**src/rtl/opl_pkg.sv**
```systemverilog
// Shared OPL operator-path definitions: widths, sample types and the
// exponent ROM contents used by the antilog converter.
package opl_pkg;

    localparam int unsigned OPL_ATT_W     = 13;
    localparam int unsigned OPL_OUT_W     = 13;
    localparam int unsigned OPL_EXP_ROM_W = 10;

    typedef logic        [OPL_ATT_W-1:0] opl_att_t;
    typedef logic signed [OPL_OUT_W-1:0] opl_sample_t;

    // Builds the 256-entry exp table, entry i = round((2^(i/256) - 1) * 1024),
    // packed as entry i at bits [i*10 +: 10]. Evaluated at elaboration only, in
    // 60-bit fixed point: ln2 from its series, then exp(x) by Taylor expansion.
    function automatic logic [OPL_EXP_ROM_W*256-1:0] opl_exp_rom_init();
        logic [127:0]                   one;
        logic [127:0]                   ln2;
        logic [127:0]                   x;
        logic [127:0]                   term;
        logic [127:0]                   sum;
        logic [127:0]                   v;
        logic [OPL_EXP_ROM_W*256-1:0]   rom;
        one = 128'd1 << 60;
        ln2 = '0;
        for (int k = 1; k <= 64; k++) begin
            ln2 = ln2 + ((one >> k) / 128'(k));
        end
        rom = '0;
        for (int i = 0; i < 256; i++) begin
            x    = (ln2 * 128'(i)) >> 8;
            term = one;
            sum  = one;
            for (int k = 1; k <= 24; k++) begin
                term = ((term * x) >> 60) / 128'(k);
                sum  = sum + term;
            end
            // Scale the fractional part by 1024 and round half up.
            v = ((sum - one) << 10) + (one >> 1);
            rom[i*OPL_EXP_ROM_W +: OPL_EXP_ROM_W] = v[69:60];
        end
        return rom;
    endfunction

endpackage

```
**src/rtl/opl_exp_lut.sv**
```systemverilog
// 256x10 registered exponent ROM. Output resets to 0 and holds while en = 0.
module opl_exp_lut
    import opl_pkg::*;
(
    input  logic                     clk,
    input  logic                     rst_n,
    input  logic                     en,
    input  logic [7:0]               theta,
    output logic [OPL_EXP_ROM_W-1:0] out
);

    localparam logic [OPL_EXP_ROM_W*256-1:0] ROM_BITS = opl_exp_rom_init();

    // Registered table read, frozen while the pipeline is stalled.
    always_ff @(posedge clk or negedge rst_n) begin
        if (!rst_n) begin
            out <= '0;
        end else if (en) begin
            out <= ROM_BITS[32'(theta)*OPL_EXP_ROM_W +: OPL_EXP_ROM_W];
        end
    end

endmodule

```
**src/rtl/opl_exp_converter.sv**
```systemverilog
// Log-attenuation to linear signed sample converter (antilog stage).
// Pipeline: exp-ROM lookup -> mantissa shift -> sign apply, valid/ready.
// Build option OPL_EXP_TWOS_COMPLEMENT_EN: negate with twos complement
// instead of the hardware-accurate ones complement.
module opl_exp_converter
    import opl_pkg::*;
#(
    parameter int unsigned ATT_W = OPL_ATT_W,
    parameter int unsigned OUT_W = OPL_OUT_W
) (
    input  logic                    clk,
    input  logic                    rst_n,
    input  logic                    in_valid,
    output logic                    in_ready,
    input  logic [ATT_W-1:0]        log_att,
    input  logic                    sign,
    output logic                    out_valid,
    input  logic                    out_ready,
    output logic signed [OUT_W-1:0] out
);

    logic                     stall;
    logic                     en;
    logic [OPL_EXP_ROM_W-1:0] rom1;
    logic [ATT_W-9:0]         shift1;
    logic                     sign1;
    logic                     v1;
    logic [11:0]              mag_d;
    logic [11:0]              mag2;
    logic                     sign2;
    logic                     v2;
    logic [OUT_W-1:0]         pos;
    logic [OUT_W-1:0]         out_d;

    // Whole pipeline freezes while the consumer refuses a valid output.
    always_comb begin
        stall    = out_valid & ~out_ready;
        en       = ~stall;
        in_ready = ~stall;
    end

    // Stage 1: ROM addressed by the inverted fraction.
    opl_exp_lut u_exp_lut (
        .clk   (clk),
        .rst_n (rst_n),
        .en    (en),
        .theta (~log_att[7:0]),
        .out   (rom1)
    );

    // Stage 1 side-band: integer shift, sign and valid travel with the ROM read.
    always_ff @(posedge clk or negedge rst_n) begin
        if (!rst_n) begin
            shift1 <= '0;
            sign1  <= 1'b0;
            v1     <= 1'b0;
        end else if (en) begin
            shift1 <= log_att[ATT_W-1:8];
            sign1  <= sign;
            v1     <= in_valid;
        end
    end

    // Restore the implicit leading one, then shift down by the integer part.
    always_comb begin
        mag_d = '0;
        if (shift1 < 12) begin
            mag_d = {1'b1, rom1, 1'b0} >> shift1;
        end
    end

    // Stage 2 register: magnitude, sign, valid.
    always_ff @(posedge clk or negedge rst_n) begin
        if (!rst_n) begin
            mag2  <= '0;
            sign2 <= 1'b0;
            v2    <= 1'b0;
        end else if (en) begin
            mag2  <= mag_d;
            sign2 <= sign1;
            v2    <= v1;
        end
    end

    // Sign application; the default ones complement turns -0 into -1.
    always_comb begin
        pos = {{(OUT_W-12){1'b0}}, mag2};
`ifdef OPL_EXP_TWOS_COMPLEMENT_EN
        out_d = sign2 ? (~pos + 1'b1) : pos;
`else
        out_d = sign2 ? ~pos : pos;
`endif
    end

    // Stage 3: output only updates on a valid sample so bubbles leave it unchanged.
    always_ff @(posedge clk or negedge rst_n) begin
        if (!rst_n) begin
            out       <= '0;
            out_valid <= 1'b0;
        end else if (en) begin
            out_valid <= v2;
            if (v2) begin
                out <= out_d;
            end
        end
    end

endmodule

```
**config.mk**
```make
export PLATFORM = sky130hd
export DESIGN_NAME = opl_exp_converter
export DESIGN_NICKNAME = d
export VERILOG_FILES = /design/src/rtl/opl_pkg.sv /design/src/rtl/opl_exp_lut.sv /design/src/rtl/opl_exp_converter.sv
export SDC_FILE = /design/constraint.sdc
export NUM_CORES = 1
export LEC_CHECK = 0
export BUFFER_PORTS_ARGS = -buffer_cell sky130_fd_sc_hd__buf_2
export CAP_MARGIN = 20
export CORE_MARGIN = 3
export CORE_UTILIZATION = 30
export CTS_CLUSTER_DIAMETER = 80
export CTS_CLUSTER_SIZE = 40
export DETAILED_ROUTE_END_ITERATION = 8
export SLEW_MARGIN = 20
export SYNTH_ARGS = -nofsm -noshare
export SYNTH_HDL_FRONTEND = slang
export SYNTH_HIERARCHICAL = 1
export SYNTH_SLANG_ARGS = --single-unit
```
**constraint.sdc**
```tcl
create_clock -name clk -period 4 [get_ports clk]
set_clock_uncertainty 0.15 [all_clocks]
set_input_delay 0.2 -clock clk [delete_from_list [all_inputs] [get_ports clk]]
set_output_delay 0.2 -clock clk [all_outputs]
set_load 0.05 [all_outputs]
```
Word-level counts from Yosys, hierarchy flattened
Index checks and enable logic that the tools add are counted.
Operators by class
  multipliers: 1
  magnitude comparators: 1
  shifts and indexed selects: 2
  mux-type cells: 2
  bitwise logic cells: 5
  reductions and logical operators: 1
Operator list (number)
  2560-bit by 13-bit variable part select with 10-bit output (first input constant): 1
  13-bit two-way mux: 1
  12-bit inverter with 13-bit output: 1
  12-bit two-way mux: 1
  12-bit by 5-bit right shift with 12-bit output: 1
  8-bit by 3-bit multiplier with 11-bit output (second input constant): 1
  8-bit inverter: 1
  5-bit by 4-bit < comparator with 1-bit output (second input constant): 1
  1-bit inverter: 2
  2-bit AND reduction: 1
  1-bit bitwise AND: 1
Storage, ports and cells
  flip-flop bits (word level): 45
  bits of input ports: 18
  output and inout bits: 15
  word-level logic and storage cells: 21

Logic depth before layout (Yosys ltp)
  depth after elaboration: 4
  mapped depth: 12
  depth with buffers taken out: 9

By module
Netlist, hierarchy kept.
Modules (own cells, without submodules)
  opl_exp_lut: times used 1, cells an instance 443, area an instance 2910.3 um^2, sequential area each 250.2 um^2
  opl_exp_converter: times used 1, cells an instance 182, area an instance 1813.0 um^2, sequential area each 875.8 um^2

Worst setup path before layout
Ideal clock, no wire load.
  path type: register to register
  start point: register out_valid
  end point: register u_exp_lut.out[3]
  library setup time: 0.130 ns
  arrival time: 2.536 ns
  required time: 3.720 ns
  setup slack: 1.184 ns
  cell stages (with the launch flop): 10
  buffers on the path: 2
  clock period less this slack: 2.816 ns
  cell sequence: dfrtp_1 > nor2b_1 > buf_4 > inv_2 > clkbuf_1 > inv_1 > nor2_1 > o31ai_1 > nor4_1 > a31oi_1
On the way
  longest elaborated chain between the ends: 1
Ends and longest elaborated chain
  start, declared: RTL line opl_exp_converter.sv:17  | output logic out_valid,
  start signal, assigned: RTL line opl_exp_converter.sv:101  | out_valid <= v2;
  1-bit bitwise AND: RTL line opl_exp_converter.sv:37  | stall = out_valid & ~out_ready;
  end signal, assigned: RTL line opl_exp_lut.sv:19  | out <= ROM_BITS[32'(theta)*OPL_EXP_ROM_W +: OPL_EXP_ROM_W];
  end, declared: RTL line opl_exp_lut.sv:9  | output logic [OPL_EXP_ROM_W-1:0] out
No other way between the ends.
A chain may end at the register's enable or synchronous reset.

Final worst setup path
  start point: input log_att[1]
  end point: register u_exp_lut.out[4]
On the way
  longest elaborated chain between the ends: 3
Ends and longest elaborated chain
  start, declared: RTL line opl_exp_converter.sv:15  | input logic [ATT_W-1:0] log_att,
  8-bit inverter: RTL line opl_exp_converter.sv:47  | .theta (~log_att[7:0]),
  8-bit by 3-bit multiplier with 11-bit output: RTL line opl_exp_lut.sv:19
  2560-bit by 13-bit variable part select with 10-bit output: RTL line opl_exp_lut.sv:19
No other way between the ends.

==> results.md <==
* CTS tree: yes
* Async SR Flop Fraction at 1.00
* Synth top area cells: dfrtp_1 24%, nand2_1 6.4%, a21oi_1 5.7%, nor2_1 4.8%, o21ai_0 4.1%
* Switch share at 0.455
* Number of port buffers at 32
* H-tree depth at 2
* Leakage at 0.00208 uW
* Setup slack, reg-to-reg at 1600 ps
* Setup WS post-layout at 1430 ps
* Worst-Margin Slew at 800 ps
* RR Endpoint: out[12]
* P_int at 1330 uW
* Die area at 17300 um^2
* Switching pwr at 1110 uW
* Clock Power Share at 0.198
* Synth cell count leaders: 80 x nand2_1, 60 x nor2_1, 54 x a21oi_1, 45 x dfrtp_1, 39 x o21ai_0
* Core area at 15300 um^2
* Final ANT Viol Nets at 0
* Most frequent cell on the critical path: inv_1
* Startpoint Class: input port
* GRT overflow at 0
* Hold_buf cts at 8
* Clk sinks at 45
* Avg WL per Cell at 17.8 um
* Worst VDD drop at 0.244 mV
* Arr. time, crit path at 2610 ps
* Final Slew Violations at 0
* Crit path depth at 11
* Number of synthesis warnings at 6
* WHS Path Cells at 5
* Total number of vias at 4939
* Commonest register cell after synthesis: dfrtp_1
* Fin Setup TNS at 0 ps
* RSZ-0062 raised after global routing: false
* Starting Density at 0.308
* CTS Buf Count at 5
* Area growth syn-to-layout at 9.25%
* Worst path max stage delay at 640 ps
* Synth Instances at 625
* Critical path class: input port to flip-flop
* Status: complete, no violations
* Tot GR Track Use at 0.165
* Resized Gates After CTS at 0
* DIE WIDTH at 131 um
* Placer Congestion at 0.980
* Post-CTS Setup Inserts at 0
* Yosys reg bits at 45
* Relative slew slack at 0.467
* WP buf/inv at 4
* Ant diodes at 0
* Most frequent cell after synthesis: nand2_1
* Register area share after synthesis at 0.238
* Top cell type by total area after synthesis: dfrtp_1
* Fmax at 390 MHz
* Drt total wl at 14900 um
* Die H at 131 um
* WP data required at 4040 ps
* Power share of the combinational group at 0.478
* Vias in the first global route at 4555
* Crit path capture type: flip-flop
* EDFF count, synth at 0
* Clock transition at the registers of the reported paths at 70 ps
* Average size of a mapped cell at 7.56 um^2
* HP Start: out_ready
* Tcrit/Tclk final at 0.642
* First-pass GRT wire length at 24300 um
* Min Tclk post-route at 2570 ps
* Crit-path leading delay family: simple AND/OR/NAND/NOR gates
* Nets at 653
* Worst hold path class: input port to flip-flop
* Post-synthesis cell type count at 71
* Worst Hold Path EP: v1
* DR vias/cell at 5.91
* Crit Path Max Fanout at 18
* Register share of total power at 0.324
* Worst r2r src: out_valid
* Antenna violations before repair at 0
* Worst-Skew Late Latency at 290 ps
* # IOs at 33
* Clock Tree Root: clkbuf_16
* CP max-delay cell: ha_1
* Mapped cell area at 4720 um^2
* Syn Nets at 655
* Crit-path cells: buf_2 > inv_1 > inv_1 > buf_4 > ha_1 > nor2b_4 > nand2_1 > a21oi_1 > a211oi_1 > or4b_1 > a311oi_1
* Setup-failing EPs final at 0
* Synth top area share at 0.238
* # rows at 45
* Hold violation count in the final report at 0
* HPWL after DPL at 10000 um
* Layout cells sized above 1 at 0.125
* Cell depth of the worst flop-to-flop path at 6
* Max cap viols at 0
* Pre-CTS setup slack at 1150 ps
* PwrDens at 472 nW/um^2
* Post-route DRC at 0
* Deepest clock path buffer count at 2
* 1st-pass router iterations at 7
* Largest net degree at the start of global routing at 85
* Initial DRC count at 642
## cell families after synthesis
group,share of synthesized area
XOR/XNOR,0.0278
AND/OR/NAND/NOR,0.215
flip-flops,0.238
multiplexers,0.0564
adder cells (fa/ha/maj),0.0339
AO/OA/AOI/OAI,0.327
buffers and inverters,0.101
## power by group through the flow
| stage | Sequential [uW] | Combinational [uW] | Clock (uW) |
|---|---|---|---|
| after floorplan | 965 | 744 | 0 |
| after global placement | 794 | 1150 | 0 |
| after detailed placement | 801 | 1150 | 0 |
| after CTS | 791 | 1160 | 493 |
| after global routing | 818 | 1260 | 508 |
| final | 788 | 1160 | 482 |
## metal layers
metal,track usage,share of wire,up-vias
met4,0.0560,0.028,0
met2,0.252,0.45,279
met3,0.0241,0.088,40
met1,0.239,0.44,2328
li1,-,-,2292
met5,0,0,-
## registers in the layout, indices dropped and copies added (netlist names)
name           count
u_exp_lut/out     10
out_valid          1
sign1              1
mag2              12
v1                 1
sign2              1
out               13
v2                 1
shift1             5
## worst max path at each step
stage,start,to,slack [ps]
global placement,log_att[1],u_exp_lut/out[4],1160
floorplan,out_valid,u_exp_lut/out[3],1180
CTS,log_att[1],u_exp_lut/out[4],1450
detailed placement,log_att[1],u_exp_lut/out[4],1150
global route,log_att[1],u_exp_lut/out[4],1260
finish,log_att[1],u_exp_lut/out[4],1430
## cell usage in the layout (no fill, tap or decap), types with 7 or more instances in the layout
master / instances
nor2_1: 60
nor2b_1: 10
o21ai_0: 39
buf_4: 19
dfrtp_1: 45
o211ai_1: 11
inv_1: 18
buf_2: 31
a211oi_1: 17
nand3_1: 9
ha_1: 12
nor3_1: 10
a221oi_1: 10
xnor2_1: 13
a31oi_1: 10
a21oi_1: 54
nand2_1: 80
mux2i_1: 15
dlygate4sd3_1: 8
nand2b_1: 13
nor4_1: 7
## tightest hold or removal path: stages
cell,delay [ps]
buf_2,80
nor2b_2,30
buf_4,210
nand2_1,100
nand2_1,40
## area by class of cell
class,instances,area [um^2]
repair buffers,59,398
clock buffers,5,125
multi-input cells,491,3120
inverters,21,78.8
well taps,211,264
fillers,1666,10200
clock inverters,3,43.8
flip-flops and latches,45,1130
## metrics by stage
stage / std cells / power (uW) / utilization / hold slack (ps) / area [um^2]
after floorplan: 625 / 1710 / - / -246 / 4720
after global placement: 819 / 1940 / 0.321 / 248 / 4910
after detailed placement: 819 / 1950 / 0.321 / 251 / 4910
after CTS: 835 / 2440 / 0.337 / 253 / 5160
after global routing: 835 / 2580 / 0.337 / 289 / 5160
final: 835 / 2430 / 0.337 / 262 / 5160
No activity file was read; power rests on OpenSTA's default activity.
